### src/rtl/uart_tx_ctrl.sv
// ---------------------------------------------------------------------------
// uart_tx_ctrl
// Transmit-side controller for a UART. It buffers CPU bytes, hands them one at
// a time to an external Tx bit FSM, and generates the bit-period and half-bit
// enable pulses that pace that FSM.
//
// Build option: define UART_TX_FIFO_EN for an 8-entry transmit FIFO. Without
// it, the buffer is a single holding register.
//
// Ports
//   i_clk            system clock
//   i_rst            synchronous active-high reset
//   i_wr             CPU write strobe into the transmit buffer
//   i_wr_data[7:0]   CPU transmit byte
//   i_divisor[15:0]  baud divisor in clocks per bit (0 behaves as 1)
//   i_clear_overrun  clears o_overrun
//   i_tx_en_stop     Tx FSM idle indication, high = idle
//   o_tx_data[7:0]   byte presented to the Tx FSM
//   o_start_tx       one-cycle frame start pulse
//   o_tx_en          one-cycle bit-period enable pulse
//   o_tx_en_div2     one-cycle half-bit enable pulse
//   o_thr_empty      transmit buffer empty
//   o_full           transmit buffer full
//   o_overrun        sticky, a write was dropped because the buffer was full
// ---------------------------------------------------------------------------
module uart_tx_ctrl (
    input  logic        i_clk,
    input  logic        i_rst,
    input  logic        i_wr,
    input  logic [7:0]  i_wr_data,
    input  logic [15:0] i_divisor,
    input  logic        i_clear_overrun,
    input  logic        i_tx_en_stop,
    output logic [7:0]  o_tx_data,
    output logic        o_start_tx,
    output logic        o_tx_en,
    output logic        o_tx_en_div2,
    output logic        o_thr_empty,
    output logic        o_full,
    output logic        o_overrun
);

    typedef enum logic [2:0] {
        ST_IDLE   = 3'd0,
        ST_LOAD   = 3'd1,
        ST_START  = 3'd2,
        ST_ACTIVE = 3'd3,
        ST_DRAIN  = 3'd4
    } state_t;

    state_t      state_q, state_d;
    logic [15:0] cnt_q, cnt_d;
    logic [15:0] div_q, div_d;
    logic [7:0]  tx_data_q, tx_data_d;
    logic        start_q, start_d;
    logic        en_q, en_d;
    logic        en2_q, en2_d;
    logic        empty_q, empty_d;
    logic        full_q, full_d;
    logic        ovr_q, ovr_d;

    logic [15:0] div_in_s;
    logic        running_s;
    logic        pop_s;
    logic        push_s;
    logic        drop_s;
    logic [7:0]  head_s;

    // A zero divisor would stall the counter, so it is promoted to 1.
    assign div_in_s = (i_divisor == 16'd0) ? 16'd1 : i_divisor;

    // The only pop happens in LOAD; a write colliding with that pop frees a slot.
    assign pop_s  = (state_q == ST_LOAD);
    assign push_s = i_wr & (~full_q | pop_s);
    assign drop_s = i_wr & full_q & ~pop_s;

    // Controller next state.
    always_comb begin
        state_d = state_q;
        case (state_q)
            ST_IDLE: begin
                if (!empty_q && i_tx_en_stop) begin
                    state_d = ST_LOAD;
                end else begin
                    state_d = ST_IDLE;
                end
            end
            ST_LOAD:  state_d = ST_START;
            ST_START: state_d = ST_ACTIVE;
            ST_ACTIVE: begin
                if (!i_tx_en_stop) begin
                    state_d = ST_DRAIN;
                end else begin
                    state_d = ST_ACTIVE;
                end
            end
            ST_DRAIN: begin
                if (i_tx_en_stop) begin
                    state_d = ST_IDLE;
                end else begin
                    state_d = ST_DRAIN;
                end
            end
            default: state_d = ST_IDLE;
        endcase
    end

    // Baud counter, divisor latch, data latch and registered pulse outputs.
    always_comb begin
        tx_data_d = pop_s ? head_s : tx_data_q;
        start_d   = (state_d == ST_START);

        // The divisor is frozen at START so mid-frame changes wait for the next frame.
        if (state_q == ST_START) begin
            div_d = div_in_s;
        end else begin
            div_d = div_q;
        end

        case (state_q)
            ST_IDLE, ST_LOAD, ST_START: cnt_d = div_in_s - 16'd1;
            ST_ACTIVE, ST_DRAIN: begin
                if (cnt_q == 16'd0) begin
                    cnt_d = div_q - 16'd1;
                end else begin
                    cnt_d = cnt_q - 16'd1;
                end
            end
            default: cnt_d = 16'd0;
        endcase

        // Pulses are computed from next-cycle counter/state so the registered
        // outputs line up exactly with the cycle the counter holds the value.
        running_s = (state_d == ST_ACTIVE) || (state_d == ST_DRAIN);
        en_d      = running_s && (cnt_d == 16'd0);
        en2_d     = running_s && (cnt_d == (div_d >> 1));

        // Set wins over clear when both happen in one cycle.
        if (drop_s) begin
            ovr_d = 1'b1;
        end else if (i_clear_overrun) begin
            ovr_d = 1'b0;
        end else begin
            ovr_d = ovr_q;
        end
    end

    // Controller and output registers.
    always_ff @(posedge i_clk) begin
        if (i_rst) begin
            state_q   <= ST_IDLE;
            cnt_q     <= 16'd0;
            div_q     <= 16'd1;
            tx_data_q <= 8'h00;
            start_q   <= 1'b0;
            en_q      <= 1'b0;
            en2_q     <= 1'b0;
            ovr_q     <= 1'b0;
        end else begin
            state_q   <= state_d;
            cnt_q     <= cnt_d;
            div_q     <= div_d;
            tx_data_q <= tx_data_d;
            start_q   <= start_d;
            en_q      <= en_d;
            en2_q     <= en2_d;
            ovr_q     <= ovr_d;
        end
    end

`ifdef UART_TX_FIFO_EN
    logic [7:0] mem_q [0:7];
    logic [7:0] mem_d [0:7];
    logic [2:0] wr_ptr_q, wr_ptr_d;
    logic [2:0] rd_ptr_q, rd_ptr_d;
    logic [3:0] count_q, count_d;

    assign head_s = mem_q[rd_ptr_q];

    // FIFO storage, pointers (3-bit, wrap naturally) and occupancy.
    always_comb begin
        mem_d = mem_q;
        if (push_s) begin
            mem_d[wr_ptr_q] = i_wr_data;
            wr_ptr_d        = wr_ptr_q + 3'd1;
        end else begin
            wr_ptr_d = wr_ptr_q;
        end
        if (pop_s) begin
            rd_ptr_d = rd_ptr_q + 3'd1;
        end else begin
            rd_ptr_d = rd_ptr_q;
        end
        case ({push_s, pop_s})
            2'b10:   count_d = count_q + 4'd1;
            2'b01:   count_d = count_q - 4'd1;
            default: count_d = count_q;
        endcase
        empty_d = (count_d == 4'd0);
        full_d  = (count_d == 4'd8);
    end

    // FIFO registers.
    always_ff @(posedge i_clk) begin
        if (i_rst) begin
            for (int i = 0; i < 8; i++) begin
                mem_q[i] <= 8'h00;
            end
            wr_ptr_q <= 3'd0;
            rd_ptr_q <= 3'd0;
            count_q  <= 4'd0;
            empty_q  <= 1'b1;
            full_q   <= 1'b0;
        end else begin
            mem_q    <= mem_d;
            wr_ptr_q <= wr_ptr_d;
            rd_ptr_q <= rd_ptr_d;
            count_q  <= count_d;
            empty_q  <= empty_d;
            full_q   <= full_d;
        end
    end
`else
    logic [7:0] hold_q, hold_d;
    logic       valid_q, valid_d;

    assign head_s = hold_q;

    // Single holding register; a write during the pop refills it immediately.
    always_comb begin
        if (push_s) begin
            hold_d = i_wr_data;
        end else begin
            hold_d = hold_q;
        end
        case ({push_s, pop_s})
            2'b10:   valid_d = 1'b1;
            2'b01:   valid_d = 1'b0;
            default: valid_d = valid_q;
        endcase
        empty_d = ~valid_d;
        full_d  = valid_d;
    end

    // Holding register state.
    always_ff @(posedge i_clk) begin
        if (i_rst) begin
            hold_q  <= 8'h00;
            valid_q <= 1'b0;
            empty_q <= 1'b1;
            full_q  <= 1'b0;
        end else begin
            hold_q  <= hold_d;
            valid_q <= valid_d;
            empty_q <= empty_d;
            full_q  <= full_d;
        end
    end
`endif

    assign o_tx_data    = tx_data_q;
    assign o_start_tx   = start_q;
    assign o_tx_en      = en_q;
    assign o_tx_en_div2 = en2_q;
    assign o_thr_empty  = empty_q;
    assign o_full       = full_q;
    assign o_overrun    = ovr_q;

endmodule

### config.mk
export PLATFORM = sky130hd
export DESIGN_NAME = uart_tx_ctrl
export DESIGN_NICKNAME = d
export VERILOG_FILES = /design/src/rtl/uart_tx_ctrl.sv
export SDC_FILE = /design/constraint.sdc
export NUM_CORES = 1
export LEC_CHECK = 0
export ABC_AREA = 1
export CORE_AREA = 8 8 96 98
export DETAILED_ROUTE_END_ITERATION = 16
export DIE_AREA = 0 0 104 106
export DONT_BUFFER_PORTS = 1
export PLACE_DENSITY = 0.7
export SYNTH_ARGS = -nofsm -noshare
export SYNTH_HDL_FRONTEND = slang
export SYNTH_SLANG_ARGS = --single-unit
export TNS_END_PERCENT = 1
### constraint.sdc
create_clock -name i_clk -period 2.1 [get_ports i_clk]
set_input_delay 0.315 -clock i_clk [delete_from_list [all_inputs] [get_ports i_clk]]
set_output_delay 0.315 -clock i_clk [all_outputs]
set_load 0.03 [all_outputs]
==> results of run 1 <==
## worst paths after layout
path	depth (start not counted)	from	slack, ns	end
max	19	cnt_q[4]$_SDFF_PP0_	-0.27	o_tx_en_div2$_SDFF_PP0_
min	1	i_rst	0.03	state_q[0]$_SDFF_PP0_
min reg2reg	2	head_s[0]$_SDFFE_PP0P_	0.48	head_s[0]$_SDFFE_PP0P_
max reg2reg	19	cnt_q[4]$_SDFF_PP0_	-0.27	o_tx_en_div2$_SDFF_PP0_
## worst reg2reg max path, cell delays in order (launching register included)
cell     delay, ns
dfxtp_2       0.32
nor2_1        0.11
nand2_1       0.10
nor2_4        0.18
nand3_2       0.09
nand3_2       0.09
nand2_2       0.08
ha_4          0.24
inv_2         0.05
nand2_2       0.05
xor2_1        0.17
nor2_1        0.11
o21ai_1       0.07
a21oi_1       0.11
nand3_1       0.09
nor2_1        0.10
nand3_1       0.10
nor2_2        0.11
nand2_1       0.08
nor2_2        0.07
## cells in the mapped netlist, types with 3 or more instances
| master | number |
|---|---|
| nor2_2 | 7 |
| nor2_1 | 81 |
| buf_2 | 3 |
| nand3_1 | 53 |
| nand4_1 | 20 |
| or2_2 | 14 |
| inv_2 | 5 |
| nand2_1 | 74 |
| buf_6 | 4 |
| nor2_4 | 6 |
| clkbuf_1 | 8 |
| inv_1 | 71 |
| nand3_2 | 6 |
| o21ai_0 | 36 |
| o21ai_1 | 4 |
| nand2_2 | 21 |
| a21oi_1 | 18 |
| dfxtp_1 | 57 |
## metal layers
layer  global-route usage (%)  vias to the layer above  routed length (um)
li1                         -                     1752                   -
met1                    18.39                     1593                3909
met2                    31.94                      106                4832
met3                    4.053                       29                 591
met4                    10.24                        0                 311
met5                        0                        -                   0
## state kept, by name, summed over array words and instances, names as in the netlist
signal and cells:
head_s 8, div_q 16, o_tx_en 1, cnt_q 16, o_thr_empty 1, o_start_tx 1
state_q 3, valid_q 1, o_tx_data 8, o_overrun 1, o_tx_en_div2 1
## power by group through the flow
stage	clock, mW	combinational [mW]	sequential, mW
2_1_floorplan	0	0.472	1.31
3_3_place_gp	0	0.677	1.32
3_5_place_dp	0	0.694	1.32
4_1_cts	1.09	0.729	1.30
5_1_grt	1.14	0.828	1.31
6_report	1.06	0.743	1.30
## final cells by class
cell class | count | share of cell area (%)
clock buffer | 9 | 2.933
clock inverter | 7 | 1.867
inverter | 78 | 7.052
multi-input combinational | 357 | 44.41
sequential | 57 | 27.26
tap | 105 | 3.111
timing repair buffer | 73 | 13.36
## cell usage in the layout, fill, tap and decap left out, types with 2 or more instances in the layout
cell	n
nor2_2	6
nor2_4	8
or2_2	14
nand2_2	27
nand3_1	49
clkbuf_8	9
nand3_2	10
o21ai_0	35
inv_1	70
nor3_1	2
inv_6	3
nor2_1	80
clkinvlp_4	3
dfxtp_1	49
dfxtp_2	8
o21ai_2	4
inv_2	6
o21ai_1	3
a21oi_1	18
nand3b_1	2
xor2_1	2
nand2_4	2
buf_4	71
nand2_1	68
nand4_1	20
## logic make-up after synthesis
logic type	count (synthesis)
AND/OR/NAND/NOR	292
buffers and inverters	94
AO/OA/AOI/OAI	60
flip-flops	57
XOR/XNOR	3
adder cells (fa/ha/maj)	2
## repair_timing
action	in CTS	in global routing
setup endpoints to repair	3	9
resized for setup	14	6
buffers inserted	11	1
pin swaps	22	6
endpoints found under the hold margin	0	0
## per-stage QoR
stage / power, mW / util [%] / hold WS [ns] / setup slack (ns)
detailed placement: 2.013 / 49.39 / 0.3917 / -0.2454
global placement: 1.993 / 49.39 / 0.3900 / -0.2093
global route: 3.276 / 53.83 / 0.01035 / -0.4948
finish: 3.105 / 53.83 / 0.02695 / -0.2713
CTS: 3.117 / 53.48 / 0.01390 / -0.1647
floorplan: 1.783 / - / 0.3943 / -0.09249
==> flow_summary.yaml, run 1 <==
status:
  status: "finished, violations left"
  failed_checks: "setup timing"
worst_setup_path:
  cp.required_ns: 2.40
  crit_path_cell_trace: "nor2_1 -> nand2_1 -> nor2_4 -> nand3_2 -> nand3_2 -> nand2_2 -> ha_4 -> inv_2 -> nand2_2 -> xor2_1 -> nor2_1 -> o21ai_1 -> a21oi_1 -> nand3_1 -> nor2_1 -> nand3_1 -> nor2_2 -> nand2_1 -> nor2_2"
  end_kind: "flop"
  slowest_delay_ns: 0.32
  start_kind: "flop"
  cp_top_family: "simple AND/OR/NAND/NOR gates"
  cpMaxStageDelayCell: "dfxtp_2"
  crit_type: "flop to flop"
  critPathMostFrequentCell: "nor2_1"
  arrival_ns: 2.67
  path_buf_inv: 1
  crit_fanout: 4
die:
  design.die.area_mm2: 0.01102
  start_util_pct: 42.58
  chipWidth_um: 104
  die_y_um: 106
  rows: 33
  core-area_mm2: 0.007845
  ios: 43
finish:
  fin_cells: 686
  final_area_mm2: 0.004223
  nets: 607
  fill_cells: 776
  area_growth_pct: 26.40
  seqCellArea_mm2: 0.001151
  antenna_cells: 0
  drive_gt1_share_pct: 30.46
  multi_input_area_mm2: 0.001876
synthesis:
  synth_edf_count: 0
  synth_top_area_cell: "dfxtp_1"
  synth_fa_ha_area_share_pct: 0.7491
  synth_top_area_share_pct: 34.16
  synth-seq-cells: 57
  synth_mux_area_share_pct: 0
  syn_area_per_cell_um2: 6.576
  synth_fp_nets: 539
  synth-compound-area-share_pct: 9.213
  ys_warn_count: 0
  yosys.area_share.simple_pct: 43.37
  yosysSeqAreaShare_pct: 34.16
  yosys_most_used_dff: "dfxtp_1"
  synthArstFlopShare_pct: 0
  ys_top_cells_by_area: "dfxtp_1 (34%), nor2_1 (9.1%), nand2_1 (8.3%)"
  synth_top_family_by_area: "simple AND/OR/NAND/NOR gates"
  ys_types: 32
  synth_area_mm2: 0.003341
  synthCells: 508
  synth_xor_area_share_pct: 0.7865
drt:
  postRouteWirelength_um: 9645
  wl_per_cell_um: 14.06
  vias: 3480
  viasPerCell: 5.073
  drt_iter0_markers: 209
  ant_nets: 0
  drc: 0
  drtPass1Iterations: 5
place:
  post_dp_cell_area_mm2: 0.003875
  dp_hpwl_um: 7252
  routabilityCongestion: 0.8976
  portBuffers: 0
  dp.cells: 658
power_and_ir_drop:
  switching_share_pct: 33.53
  power_frac_comb_pct: 23.9
  switching_power_mw: 1.041
  vdd_drop_max_v: 0.0004713
  leakage_nw: 2.081
  p_clk_share_pct: 34.3
  p_int_mw: 2.064
  pwr-share-seq_pct: 41.8
  p_per_area_mw_per_mm2: 735.4
clocking:
  clk_pin_slew_ns: 0.08
  cts_tree: "done"
  cts_htree_levels: 3
  clock_sinks: 57
  clk_latency_ns: 0.35
  cts_buffers: 9
  ctsHoldBuffers: 0
  clockRootBuffer: "clkbuf_8"
  clock_path_buffers: 2
timing:
  max_slew_margin_pct: 67.44
  finalHoldViolations: 0
  slew_viol_final: 0
  finalCritPeriodShare_pct: 112.9
  grt_setup_unrepaired: "yes"
  tightestPinTransition_ns: 0.4833
  fin_skew_ns: 0.01138
  period_minus_slack_ns: 2.371
  fmax_mhz: 421.7
  setup_ws_ns: -0.2713
  setup_tns_ns: -0.4281
  final-setup-viol-count: 2
job:
  drv_cap: 0
global_routing:
  grt_pass1_vias: 3489
  grt_usage_pct: 17.60
  grt_pass1_wl_um: 15840
  grt_max_degree: 40
  antenna_found_initial: 0
  grt-ovfl-total: 0
hold_path:
  min_path_type: "input port to flop"
Note: power is estimated with default switching activity, not from simulation.
==> inputs of run 2 (changes only) <==
Settings changed: CELL_PAD_IN_SITES_DETAIL_PLACEMENT from default to 2, CELL_PAD_IN_SITES_GLOBAL_PLACEMENT from default to 2, CORE_AREA 8 8 96 98 to 8 8 113 115, DIE_AREA 0 0 104 106 to 0 0 121 123, PLACE_DENSITY 0.7 to 0.84.
==> run 2 against run 1 <==
Sequential power is essentially flat. Non-clock buffer count grew 4. Register-to-register slack lost 0.30 ns. Global-route usage grew 3.1 points. Highest routed layer unchanged. Sequential cell count is the same. Critical path type unchanged. Critical path depth shrank 1. The run still ends with setup timing left. Via count grew 7.3%. Largest cell class unchanged. Hold slack gained 0.017 ns. Design area grew 7.3%.
==> flow_summary.yaml, run 2 (same netlist as run 1, synthesis figures left out) <==
global_routing:
  grt-ovfl-total: 0
  grt_max_degree: 40
  grt_pass1_vias: 4442
  grt_pass1_wl_um: 23530
  antenna_found_initial: 0
  grt_usage_pct: 20.75
clocking:
  clk_pin_slew_ns: 0.06
  cts_tree: "done"
  cts_buffers: 9
  ctsHoldBuffers: 0
  clk_latency_ns: 0.34
  clock_path_buffers: 2
  clock_sinks: 57
  cts_htree_levels: 3
  clockRootBuffer: "clkbuf_16"
place:
  routabilityCongestion: 0.8242
  pre_cts_ws_ns: -0.4697
  dp_hpwl_um: 10500
  post_dp_cell_area_mm2: 0.004015
  portBuffers: 0
timing:
  max_slew_margin_pct: 62.96
  fin_skew_ns: 0.01476
  slew_viol_final: 0
  period_minus_slack_ns: 2.669
  fin_hold_ws_ns: 0.04444
  grt_setup_unrepaired: "yes"
  setup_ws_ns: -0.5689
  finalHoldViolations: 0
  finalCritPeriodShare_pct: 127.1
  tightestPinTransition_ns: 0.5497
  final-setup-viol-count: 12
  setup_tns_ns: -2.506
  fmax_mhz: 374.7
status:
  failed_checks: "setup timing"
  status: "finished, violations left"
finish:
  layout_common_cells: "buf_4 (73), nor2_1 (71), inv_1 (70)"
  area_growth_pct: 35.69
  reg_top3: "cnt_q: 16 flops, div_q: 16 flops"
  mostFrequentLayoutCell: "buf_4"
  drive_gt1_share_pct: 34.08
  final_area_mm2: 0.004533
  antenna_cells: 0
  nets: 611
worst_setup_path:
  r2r_cells: 18
  crit_start: "cnt_q[12]$_SDFF_PP0_"
  timing.rr.start: "cnt_q[12]$_SDFF_PP0_"
  cpMaxStageDelayCell: "dfxtp_1"
  reg2reg_to: "o_tx_en_div2$_SDFF_PP0_"
  r2r_slack_ns: -0.57
  slowest_delay_ns: 0.40
  endpoint: "o_tx_en_div2$_SDFF_PP0_"
  end_kind: "flop"
  crit_path_cell_trace: "nor2_4 -> nand2_2 -> nor2_4 -> buf_4 -> nand3_1 -> nand3_1 -> nand2_2 -> nand2_2 -> nor2_4 -> buf_12 -> nand2_2 -> nand2_1 -> nand3_1 -> nand2_1 -> nand3_1 -> nor2_1 -> nand2_1 -> nor2_4"
  start_kind: "flop"
  crit_type: "flop to flop"
  arrival_ns: 2.94
  cp.required_ns: 2.37
  crit_fanout: 6
power_and_ir_drop:
  p_per_area_mw_per_mm2: 840.9
  pwr-share-seq_pct: 34.5
  p_int_mw: 2.653
  p_clk_share_pct: 43.5
  leakage_nw: 2.194
  switching_share_pct: 30.40
  vdd_drop_max_v: 0.0004234
  switching_power_mw: 1.159
  power_frac_comb_pct: 22.0
drt:
  drtPass1Iterations: 4
  viasPerCell: 5.135
  wl_per_cell_um: 20.59
  drt_iter0_markers: 146
  vias: 3733
  drc: 0
  ant_nets: 0
  postRouteWirelength_um: 14970
job:
  drv_cap: 0
die:
  design.die.area_mm2: 0.01488
  ios: 43
  rows: 39
  chipWidth_um: 121
  start_util_pct: 30.16
  core-area_mm2: 0.01108
  die_y_um: 123
hold_path:
  min_path_type: "input port to flop"
==> run 2: layout make-up <==
| class | instances | area, um^2 |
|---|---|---|
| repair buffers | 77 | 619.3 |
| flip-flops and latches | 57 | 1159 |
| clock inverters | 2 | 60.06 |
| multi-input cells | 357 | 1946 |
| clock buffers | 13 | 270.3 |
| well taps | 143 | 178.9 |
| fillers | 1325 | 6544 |
| inverters | 78 | 300.3 |
==> run 2: worst min-delay path by stage <==
stage	from	endpoint	cells past startpoint
final	i_rst	state_q[0]$_SDFF_PP0_	1
after global routing	i_rst	o_overrun$_SDFFE_PP0P_	1
after CTS	i_rst	cnt_q[3]$_SDFF_PP0_	1
after detailed placement	i_rst	state_q[0]$_SDFF_PP0_	1
after global placement	i_rst	o_overrun$_SDFFE_PP0P_	1
after floorplan	i_tx_en_stop	state_q[2]$_SDFF_PP0_	1
==> run 2: power by group through the flow <==
stage               clock (mW)  sequential [mW]  combinational, mW
floorplan                    0             1.31              0.472
global placement             0             1.32              0.709
detailed placement           0             1.32              0.767
CTS                       1.69             1.31              0.820
global route              1.71             1.33              0.928
finish                    1.66             1.31              0.840
==> run 2: repair_timing <==
action,4_1_cts,5_1_grt
buffers inserted,6,1
pin swaps,24,4
endpoints found under the hold margin,0,0
resized for setup,34,12
setup endpoints to repair,13,14
==> run 2: critical path, delay by kind of cell, from the launching register on <==
kind	cells	cell delay, ns
buffers and inverters	2	0.29
and+or+nand+nor	16	1.90
DFF	1	0.40
==> run 2: layer usage <==
metal  GRT usage (%)  up-vias  routed length (um)
met3           4.429       46                 662
met2           39.97       91                8000
met1           19.47     1840                5511
met4           13.82        0                 791
met5               0        -                   0
li1                -     1756                   -
==> run 2: through the flow <==
stage,utilization [%],std cells,total power [mW]
2_1_floorplan,-,508,1.783
3_3_place_gp,36.25,705,2.026
3_5_place_dp,36.25,705,2.092
4_1_cts,40.53,726,3.816
5_1_grt,40.92,727,3.965
6_report,40.92,727,3.812
